==> src/rtl/tlb_pkg.sv <==
// Shared encodings for the TLB miss page walker.
// PTE field positions and walker state names.
package tlb_pkg;

   typedef enum logic [1:0] {
      ST_IDLE = 2'd0,
      ST_REQ  = 2'd1,
      ST_WAIT = 2'd2,
      ST_RESP = 2'd3
   } walk_state_e;

   localparam int PTE_V     = 0;
   localparam int PTE_L     = 1;
   localparam int PTE_SHIFT = 3;

endpackage

==> src/rtl/pte_decode.sv <==
// Classifies one PTE against the current walk level.
// Leaves are legal only at the last level; no superpages.
module pte_decode
   import tlb_pkg::*;
#(
   parameter int SADDR = 64,
   parameter int SPAGE = 12,
   parameter int SPTE  = 64
) (
   input  logic [SPTE-1:0]        pte_i,
   input  logic                   last_i,
   output logic [SADDR-SPAGE-1:0] next_frame_o,
   output logic                   is_leaf_ok_o,
   output logic                   is_fault_o
);

   logic v;
   logic l;
   logic unused_pte;

   assign v            = pte_i[PTE_V];
   assign l            = pte_i[PTE_L];
   assign next_frame_o = pte_i[SADDR-1:SPAGE];
   assign is_leaf_ok_o = v & l & last_i;
   assign is_fault_o   = ~v | (l ^ last_i);
   assign unused_pte   = ^pte_i;

endmodule

==> src/rtl/tlb_page_walker.sv <==
// Single-outstanding radix page table walker on the TLB miss path.
// Returns {frame, offset} or a fault, held until the TLB consumes it.
module tlb_page_walker
   import tlb_pkg::*;
#(
   parameter int SADDR  = 64,
   parameter int SPAGE  = 12,
   parameter int SPCID  = 12,
   parameter int NLEVEL = 3,
   parameter int SIDX   = 9,
   parameter int SPTE   = 64
) (
   input  logic             clk,
   input  logic             rst_n,
   input  logic             req_valid,
   output logic             req_ready,
   input  logic [SADDR-1:0] req_va,
   input  logic [SPCID-1:0] req_pcid,
   input  logic [SADDR-1:0] root_pa,
   output logic             mem_req_valid,
   input  logic             mem_req_ready,
   output logic [SADDR-1:0] mem_addr,
   input  logic             mem_resp_valid,
   input  logic [SPTE-1:0]  mem_resp_data,
   output logic             resp_valid,
   input  logic             resp_ready,
   output logic [SADDR-1:0] resp_pa,
   output logic [SPCID-1:0] resp_pcid,
   output logic             resp_fault
);

   localparam int LW   = (NLEVEL > 1) ? $clog2(NLEVEL) : 1;
   localparam int SVA  = SPAGE + NLEVEL * SIDX;
   localparam int SFRM = SADDR - SPAGE;
   localparam logic [LW-1:0] LAST = LW'(NLEVEL - 1);

   walk_state_e      state_q, state_d;
   logic [LW-1:0]    level_q, level_d;
   logic [SVA-1:0]   va_q, va_d;
   logic [SPCID-1:0] pcid_q, pcid_d;
   logic [SFRM-1:0]  frame_q, frame_d;
   logic [SADDR-1:0] pa_q, pa_d;
   logic             fault_q, fault_d;

   logic [SIDX-1:0]  idx;
   logic [SADDR-1:0] pte_addr;
   logic [SFRM-1:0]  next_frame;
   logic             is_last;
   logic             leaf_ok;
   logic             pte_fault;
   logic             unused_in;

   assign unused_in = ^{root_pa, req_va};
   assign is_last   = (level_q == LAST);

   pte_decode #(
      .SADDR (SADDR),
      .SPAGE (SPAGE),
      .SPTE  (SPTE)
   ) u_dec (
      .pte_i        (mem_resp_data),
      .last_i       (is_last),
      .next_frame_o (next_frame),
      .is_leaf_ok_o (leaf_ok),
      .is_fault_o   (pte_fault)
   );

   // Level 0 consumes the most significant index field.
   always_comb begin
      idx = '0;
      for (int k = 0; k < NLEVEL; k++) begin
         if (level_q == LW'(k))
            idx = va_q[SPAGE+SIDX*(NLEVEL-k)-1 -: SIDX];
      end
   end

   assign pte_addr = {frame_q, {SPAGE{1'b0}}}
                   | (SADDR'(idx) << PTE_SHIFT);

   always_comb begin
      state_d       = state_q;
      level_d       = level_q;
      va_d          = va_q;
      pcid_d        = pcid_q;
      frame_d       = frame_q;
      pa_d          = pa_q;
      fault_d       = fault_q;
      req_ready     = 1'b0;
      mem_req_valid = 1'b0;
      resp_valid    = 1'b0;
      unique case (state_q)
         ST_IDLE: begin
            req_ready = 1'b1;
            if (req_valid) begin
               va_d    = req_va[SVA-1:0];
               pcid_d  = req_pcid;
               frame_d = root_pa[SADDR-1:SPAGE];
               level_d = '0;
               state_d = ST_REQ;
            end
         end
         ST_REQ: begin
            mem_req_valid = 1'b1;
            if (mem_req_ready)
               state_d = ST_WAIT;
         end
         ST_WAIT: begin
            if (mem_resp_valid) begin
               if (pte_fault) begin
                  fault_d = 1'b1;
                  pa_d    = '0;
                  state_d = ST_RESP;
               end else if (leaf_ok) begin
                  fault_d = 1'b0;
                  pa_d    = {next_frame, va_q[SPAGE-1:0]};
                  state_d = ST_RESP;
               end else begin
                  frame_d = next_frame;
                  level_d = level_q + 1'b1;
                  state_d = ST_REQ;
               end
            end
         end
         ST_RESP: begin
            resp_valid = 1'b1;
            if (resp_ready)
               state_d = ST_IDLE;
         end
         default: state_d = ST_IDLE;
      endcase
   end

   always_ff @(posedge clk or negedge rst_n) begin
      if (!rst_n) begin
         state_q <= ST_IDLE;
         level_q <= '0;
         va_q    <= '0;
         pcid_q  <= '0;
         frame_q <= '0;
         pa_q    <= '0;
         fault_q <= 1'b0;
      end else begin
         state_q <= state_d;
         level_q <= level_d;
         va_q    <= va_d;
         pcid_q  <= pcid_d;
         frame_q <= frame_d;
         pa_q    <= pa_d;
         fault_q <= fault_d;
      end
   end

   // Result fields read as zero whenever no result is offered.
   assign mem_addr   = mem_req_valid ? pte_addr : '0;
   assign resp_pa    = resp_valid ? pa_q : '0;
   assign resp_pcid  = resp_valid ? pcid_q : '0;
   assign resp_fault = resp_valid & fault_q;

   a_level_max: assert property (
      @(posedge clk) disable iff (!rst_n)
      level_q <= LAST);

   a_addr_hold: assert property (
      @(posedge clk) disable iff (!rst_n)
      (mem_req_valid && !mem_req_ready)
      |=> (mem_req_valid && $stable(mem_addr)));

   a_resp_hold: assert property (
      @(posedge clk) disable iff (!rst_n)
      (resp_valid && !resp_ready)
      |=> (resp_valid && $stable(resp_pa)
           && $stable(resp_fault)));

endmodule

==> config.mk <==
export PLATFORM = sky130hd
export DESIGN_NAME = tlb_page_walker
export DESIGN_NICKNAME = d
export VERILOG_FILES = /design/src/rtl/tlb_pkg.sv /design/src/rtl/pte_decode.sv /design/src/rtl/tlb_page_walker.sv
export SDC_FILE = /design/constraint.sdc
export NUM_CORES = 1
export LEC_CHECK = 0
export BUFFER_PORTS_ARGS = -buffer_cell sky130_fd_sc_hd__buf_2
export CORE_ASPECT_RATIO = 1.2
export CORE_MARGIN = 4
export CORE_UTILIZATION = 35
export CTS_CLUSTER_SIZE = 30
export DETAILED_ROUTE_END_ITERATION = 6
export HOLD_SLACK_MARGIN = 0.1
export SLEW_MARGIN = 5
export SYNTH_ARGS = -nofsm -noshare
export SYNTH_HDL_FRONTEND = slang
export SYNTH_SLANG_ARGS = --single-unit
==> constraint.sdc <==
create_clock -name clk -period 2.78 [get_ports clk]
set_clock_uncertainty 0.05 [all_clocks]
set_input_delay 0.278 -clock clk [delete_from_list [all_inputs] [get_ports clk]]
set_output_delay 0.278 -clock clk [all_outputs]
set_load 0.01 [all_outputs]
## Yosys cells after proc, flatten, opt, wreduce, memory -nomap -nowiden

Cells that the tools add are included.

| operators by class | value |
|---|---|
| $add $sub $neg | 1 |
| $mul | 0 |
| divide/modulo/power cells | 0 |
| order comparisons | 0 |
| equal/unequal tests | 11 |
| shifts and indexed selects | 0 |
| muxes and demuxes | 30 |
| bitwise logic cells | 7 |
| reductions and logical operators | 8 |

Operators with widths:

| kind | count |
|---|---|
| $mux 64 | 4 |
| $mux 52 | 4 |
| $pmux 52 s2 | 1 |
| $or 64x12->64 | 1 |
| $mux 9 | 3 |
| $mux 2 | 10 |
| $mux 12 | 1 |
| $ne 2x2->1 const B | 6 |
| $pmux 2 s4 | 1 |
| $eq 2x2->1 const B | 3 |
| $mux 1 | 5 |
| $reduce_and 5->1 | 1 |
| $eq 2x1->1 const B | 2 |
| $logic_not 2->1 | 2 |
| $pmux 2 s2 | 1 |
| $reduce_and 4->1 | 1 |
| $reduce_bool 2->1 | 2 |
| $and 1x1->1 | 3 |
| $reduce_and 3->1 | 1 |
| $add 2x1->2 const B | 1 |
| $reduce_and 2->1 | 1 |
| $not 1->1 | 1 |
| $or 1x1->1 | 1 |
| $xor 1x1->1 | 1 |

| word-level totals | value |
|---|---|
| register bits | 172 |
| bits in latches | 0 |
| memory bits (writable) | 0 |
| bits in read-only memories | 0 |
| bits of input ports | 210 |
| output and inout port bits | 144 |
| word-level logic and storage cells | 64 |
| memories kept | 0 |

## Logic depth before layout (Yosys ltp)

| logic depth | value |
|---|---|
| word-level depth | 6 |
| depth in mapped cells | 7 |
| mapped depth without buffers | 5 |

## By module

From an unflattened synthesis, not the netlist that was laid out.

| second synthesis, totals | value |
|---|---|
| cell total of the unflattened synthesis | 763 |
| area total of the unflattened synthesis | 8884.8 um^2 |

Modules (own cells, without submodules):

| module | times used | cells an instance | area an instance (um^2) | sequential area each (um^2) |
|---|---|---|---|---|
| tlb_page_walker | 1 | 708 | 8474.4 | 4304.1 |
| pte_decode | 1 | 55 | 410.4 | 0.0 |

## Worst setup path after synthesis

OpenSTA, ideal clock, no wires.

| timing | value |
|---|---|
| path kind | reg2reg |
| start point | register level_q[0] |
| end point | register frame_q[43] |
| library setup time | 125 ps |
| arrival time | 2029 ps |
| required time | 2605 ps |
| path slack | 577 ps |
| stages on the path, launching flop included | 7 |
| buffers on the path | 1 |
| clock period less this slack | 2203 ps |
| cell sequence | dfrtp_1 inv_1 ha_1 or3b_4 a211oi_4 buf_6 mux2_2 |

| on the way | value |
|---|---|
| cells in the longest elaborated chain, start to end | 5 |
| elaborated cells on any way between the ends | 7 |
| those cells by class | 3 x eq/ne; 3 x bitwise; 1 x reduce/logical |

RTL lines:

| item | line | source |
|---|---|---|
| start, declared | tlb_page_walker.sv:38 | `logic [LW-1:0] level_q, level_d;` |
| start signal, assigned | tlb_page_walker.sv:144 | `level_q <= level_d;` |
| $eq 2x2->1 (*) | tlb_page_walker.sv:54 | `assign is_last = (level_q == LAST);` |
| $xor 1x1->1 | pte_decode.sv:25 | `assign is_fault_o = ~v \| (l ^ last_i);` |
| $or 1x1->1 | pte_decode.sv:25 |  |
| $ne 2x2->1 (no line) | -- |  |
| $reduce_and 5->1 (no line) (*) | -- |  |
| end signal, assigned | tlb_page_walker.sv:147 | `frame_q <= frame_d;` |
| end, declared | tlb_page_walker.sv:41 | `logic [SFRM-1:0] frame_q, frame_d;` |

Every way passes the cells marked *; elsewhere a longest branch is shown, timed or not.
A chain may end at the register's enable or synchronous reset.

## Final worst setup path

| timing | value |
|---|---|
| start point | register state_q[1] |
| end point | output mem_addr[63] |

| on the way | value |
|---|---|
| cells in the longest elaborated chain, start to end | 3 |

RTL lines:

| item | line | source |
|---|---|---|
| start, declared | tlb_page_walker.sv:37 | `walk_state_e state_q, state_d;` |
| start signal, assigned | tlb_page_walker.sv:143 | `state_q <= state_d;` |
| $eq 2x1->1 | tlb_page_walker.sv:91 | `unique case (state_q)` |
| $mux 1 | tlb_page_walker.sv:91 |  |
| $mux 64 | tlb_page_walker.sv:154 | `assign mem_addr = mem_req_valid ? pte_addr : '0;` |
| end, declared | tlb_page_walker.sv:22 | `output logic [SADDR-1:0] mem_addr,` |

No other way between the ends.

==> impl_metrics.py <==
metrics = {
    "run_status": {
        "status": "complete, no violations",
    },
    "sta": {
        "finalCriticalPeriod_ps": 2540,
        "slew_viol_final": 0,
        "setup_violations": 0,
        "clock.fmax_mhz": 393,
        "fin_ws_ps": 235,
        "rsz0062_at_grt": "no",
        "slew_headroom_pct": 34.8,
        "tns_ps": 0,
        "period_share_pct": 91.5,
        "tightest_slew_ps": 979,
        "hold_viol": 0,
    },
    "place": {
        "post-dp-hpwl_um": 16800,
        "gp_congestion": 0.761,
        "place_area_um2": 10600,
        "portBuffers": 303,
        "dp_slack_ps": 461,
    },
    "critical_path": {
        "path_cells": "buf_4, nand2b_2, inv_1, buf_4, and2_1, buf_2",
        "timing.critical_path.to_type": "output pin",
        "start_kind": "flip-flop",
        "rr_endpoint": "pa_q[60]$_DFFE_PN0P_",
        "arrival_ps": 2220,
        "cp_max_fo": 36,
        "cp.required_ps": 2450,
        "worstSetupPathType": "flip-flop to output pin",
        "reg2reg_slack_ps": 450,
        "reg2reg_from": "level_q[0]$_DFFE_PN0P_",
        "slowest_stage": "dfrtp_2",
        "cp_common_cell": "buf_4",
        "max_stage_delay_ps": 410,
        "reg2reg_depth": 5,
    },
    "logic_synthesis": {
        "synth.area.top_cells": "dfrtp_1 (49%), mux2_2 (28%), and3_1 (10%)",
        "synthArstFlopShare_pct": 100,
        "yosys.cell_count.top_type": "mux2_2",
        "syn_area_per_cell_um2": 12.2,
        "syn_inst": 715,
        "yosysWarnings": 0,
        "synth_edf_count": 0,
        "syn-cell-area_um2": 8720,
        "ys_types": 29,
        "yosysTopAreaCellShare_pct": 49.3,
        "ys.flop_type": "dfrtp_1",
        "ys_seq_area_share_pct": 49.3,
        "ys_ff_latch": 172,
        "synth.largest_area_cell": "dfrtp_1",
        "synthTopCellsByCount": "mux2_2 (217), dfrtp_1 (172), and3_1 (142)",
    },
    "power": {
        "powerDensity_nw_per_um2": 973,
        "p_seq_share_pct": 35.8,
        "internal_power_uw": 7540,
        "combPwrFrac_pct": 41.7,
        "p_leak_uw": 0.00618,
        "p_sw_share_pct": 34.0,
        "p_clk_share_pct": 22.5,
        "ir_worst_vdd_uv": 450,
        "p_sw_uw": 3870,
    },
    "flow_run": {
        "max-cap-violations": 0,
    },
    "floorplan": {
        "dieArea_um2": 27500,
        "initial_core_util_pct": 35.4,
        "coreArea_um2": 24700,
        "chipWidth_um": 152,
        "io_pins": 354,
        "rows": 63,
        "die-height_um": 181,
    },
    "drt": {
        "drt_pass1_iterations": 4,
        "viasPerCell": 4.91,
        "drt-met1-wl_um": 11000,
        "drc_errors": 0,
        "route.met3.wl_um": 1500,
        "ant_nets": 0,
        "dr.first_iter.drc_count": 253,
        "vias": 6797,
        "top_layer": "met5",
        "wl_per_cell_um": 18.3,
        "wirelength_um": 25300,
        "wl_met2_um": 12300,
    },
    "finish": {
        "area_growth_pct": 34.5,
        "drive_gt1_share_pct": 55.0,
        "num-fill-cells": 2295,
        "nets": 1259,
        "num_antenna_cells": 0,
        "fin_util_pct": 47.5,
        "design_area_um2": 11700,
    },
    "grt": {
        "grt.overflow.total": 0,
        "gr-usage-all-layers_pct": 18.4,
        "grt_pass1_vias": 7509,
        "grt_max_degree": 79,
        "antenna_found_initial": 2,
        "grt_pass1_wl_um": 41100,
    },
    "cts": {
        "numCtsBuffers": 17,
        "postCtsSetupBuffers": 0,
        "clk_path_buf_depth": 2,
        "cts_sinks": 172,
        "clock_latency_ps": 420,
        "root_buffer": "clkbuf_16",
        "cts_tree": "done",
        "clkTransAtPathRegs_ps": 70,
        "htreeDepth": 4,
    },
    "worst_hold_path": {
        "min_path_type": "input pin to flip-flop",
        "worstHoldPathCells": 3,
        "holdPathEnd": "fault_q$_DFFE_PN0P_",
        "min_from": "mem_resp_valid",
    },
}
[power by group through the flow]
stage | sequential (uW) | clock (uW) | combinational, uW
after floorplan | 4040 | 0 | 3380
after global placement | 4090 | 0 | 4730
after detailed placement | 4130 | 0 | 4770
after CTS | 4090 | 2640 | 4850
after global routing | 4230 | 2750 | 5230
final | 4090 | 2560 | 4760
[critical path: cells and delay by family (launching register included)]
| kind | cells | cell delay (ps) |
|---|---|---|
| DFF | 1 | 410 |
| and+or+nand+nor | 2 | 530 |
| buffers and inverters | 4 | 840 |
[per-stage QoR]
| step | power, uW | hold slack, ps | std cells |
|---|---|---|---|
| 2_1_floorplan | 7420 | -67.6 | 717 |
| 3_3_place_gp | 8820 | 348 | 1298 |
| 3_5_place_dp | 8900 | 348 | 1298 |
| 4_1_cts | 11600 | 135 | 1383 |
| 5_1_grt | 12200 | 129 | 1383 |
| 6_report | 11400 | 153 | 1383 |
[cells by family after synthesis]
family	Yosys count	share of synthesized area, %
mux	222	28.6
simple gates	226	16.0
xor+xnor	1	0.100
buf+inv	73	3.90
other cells	1	0.0430
compound gates	17	1.58
flops	172	49.3
fa+ha+maj	3	0.430
[registers in the layout (all words and copies together) (netlist names)]
register  count
pa_q         64
frame_q      52
va_q         39
pcid_q       12
level_q       2
state_q       2
fault_q       1
[worst max-delay path by stage]
stage / startpoint / endpoint / slack [ps] / cells past startpoint
after global placement: state_q[0]$_DFFE_PN0P_ / mem_addr[63] / 470 / 6
after CTS: state_q[1]$_DFFE_PN0P_ / mem_addr[63] / 20 / 6
after detailed placement: level_q[0]$_DFFE_PN0P_ / pa_q[32]$_DFFE_PN0P_ / 460 / 5
after global routing: state_q[1]$_DFFE_PN0P_ / mem_addr[63] / 50 / 6
final: state_q[1]$_DFFE_PN0P_ / mem_addr[63] / 240 / 6
after floorplan: level_q[0]$_DFFE_PN0P_ / frame_q[43]$_DFFE_PN0P_ / 580 / 6
[final cells by class]
type | instances | area [um2] | share of cell area, %
Sequential cell | 172 | 4310 | 36.7
Tap cell | 325 | 407 | 3.47
Clock inverter | 12 | 173 | 1.47
Clock buffer | 19 | 453 | 3.86
Timing Repair Buffer | 379 | 2270 | 19.3
Inverter | 4 | 15.0 | 0.128
Multi-Input combinational cell | 472 | 4110 | 35.0
[placed cells by master, fill, tap and decap left out, types with 3 or more instances in the layout]
| master | netlist | routed |
|---|---|---|
| a221oi_1 | 8 | 8 |
| buf_2 | 14 | 302 |
| bufinv_16 | 0 | 3 |
| conb_1 | 1 | 3 |
| buf_12 | 0 | 3 |
| nor3_1 | 8 | 8 |
| inv_8 | 0 | 3 |
| mux2_2 | 217 | 217 |
| and3_1 | 142 | 141 |
| mux2i_1 | 3 | 3 |
| and2_1 | 54 | 53 |
| clkinvlp_4 | 0 | 3 |
| o21ai_0 | 4 | 4 |
| inv_1 | 4 | 4 |
| nand2_1 | 5 | 5 |
| ha_1 | 3 | 3 |
| dfrtp_1 | 172 | 170 |
| inv_6 | 0 | 3 |
| clkbuf_16 | 0 | 17 |
| dlygate4sd3_1 | 0 | 54 |
| buf_4 | 3 | 19 |
| nor2b_1 | 12 | 11 |
[timing repair]
item,CTS,global route
endpoints found under the hold margin,125,0
gates resized for setup,0,1
setup endpoints to repair,0,36
hold buffers,54,0
[metal layers]
metal  vias up  track usage (%)
met1      3369             22.9
met5         -                0
met3        28             5.25
li1       3178                -
met2       218             31.5
met4         4             4.96
(Power assumes the default switching activity.)
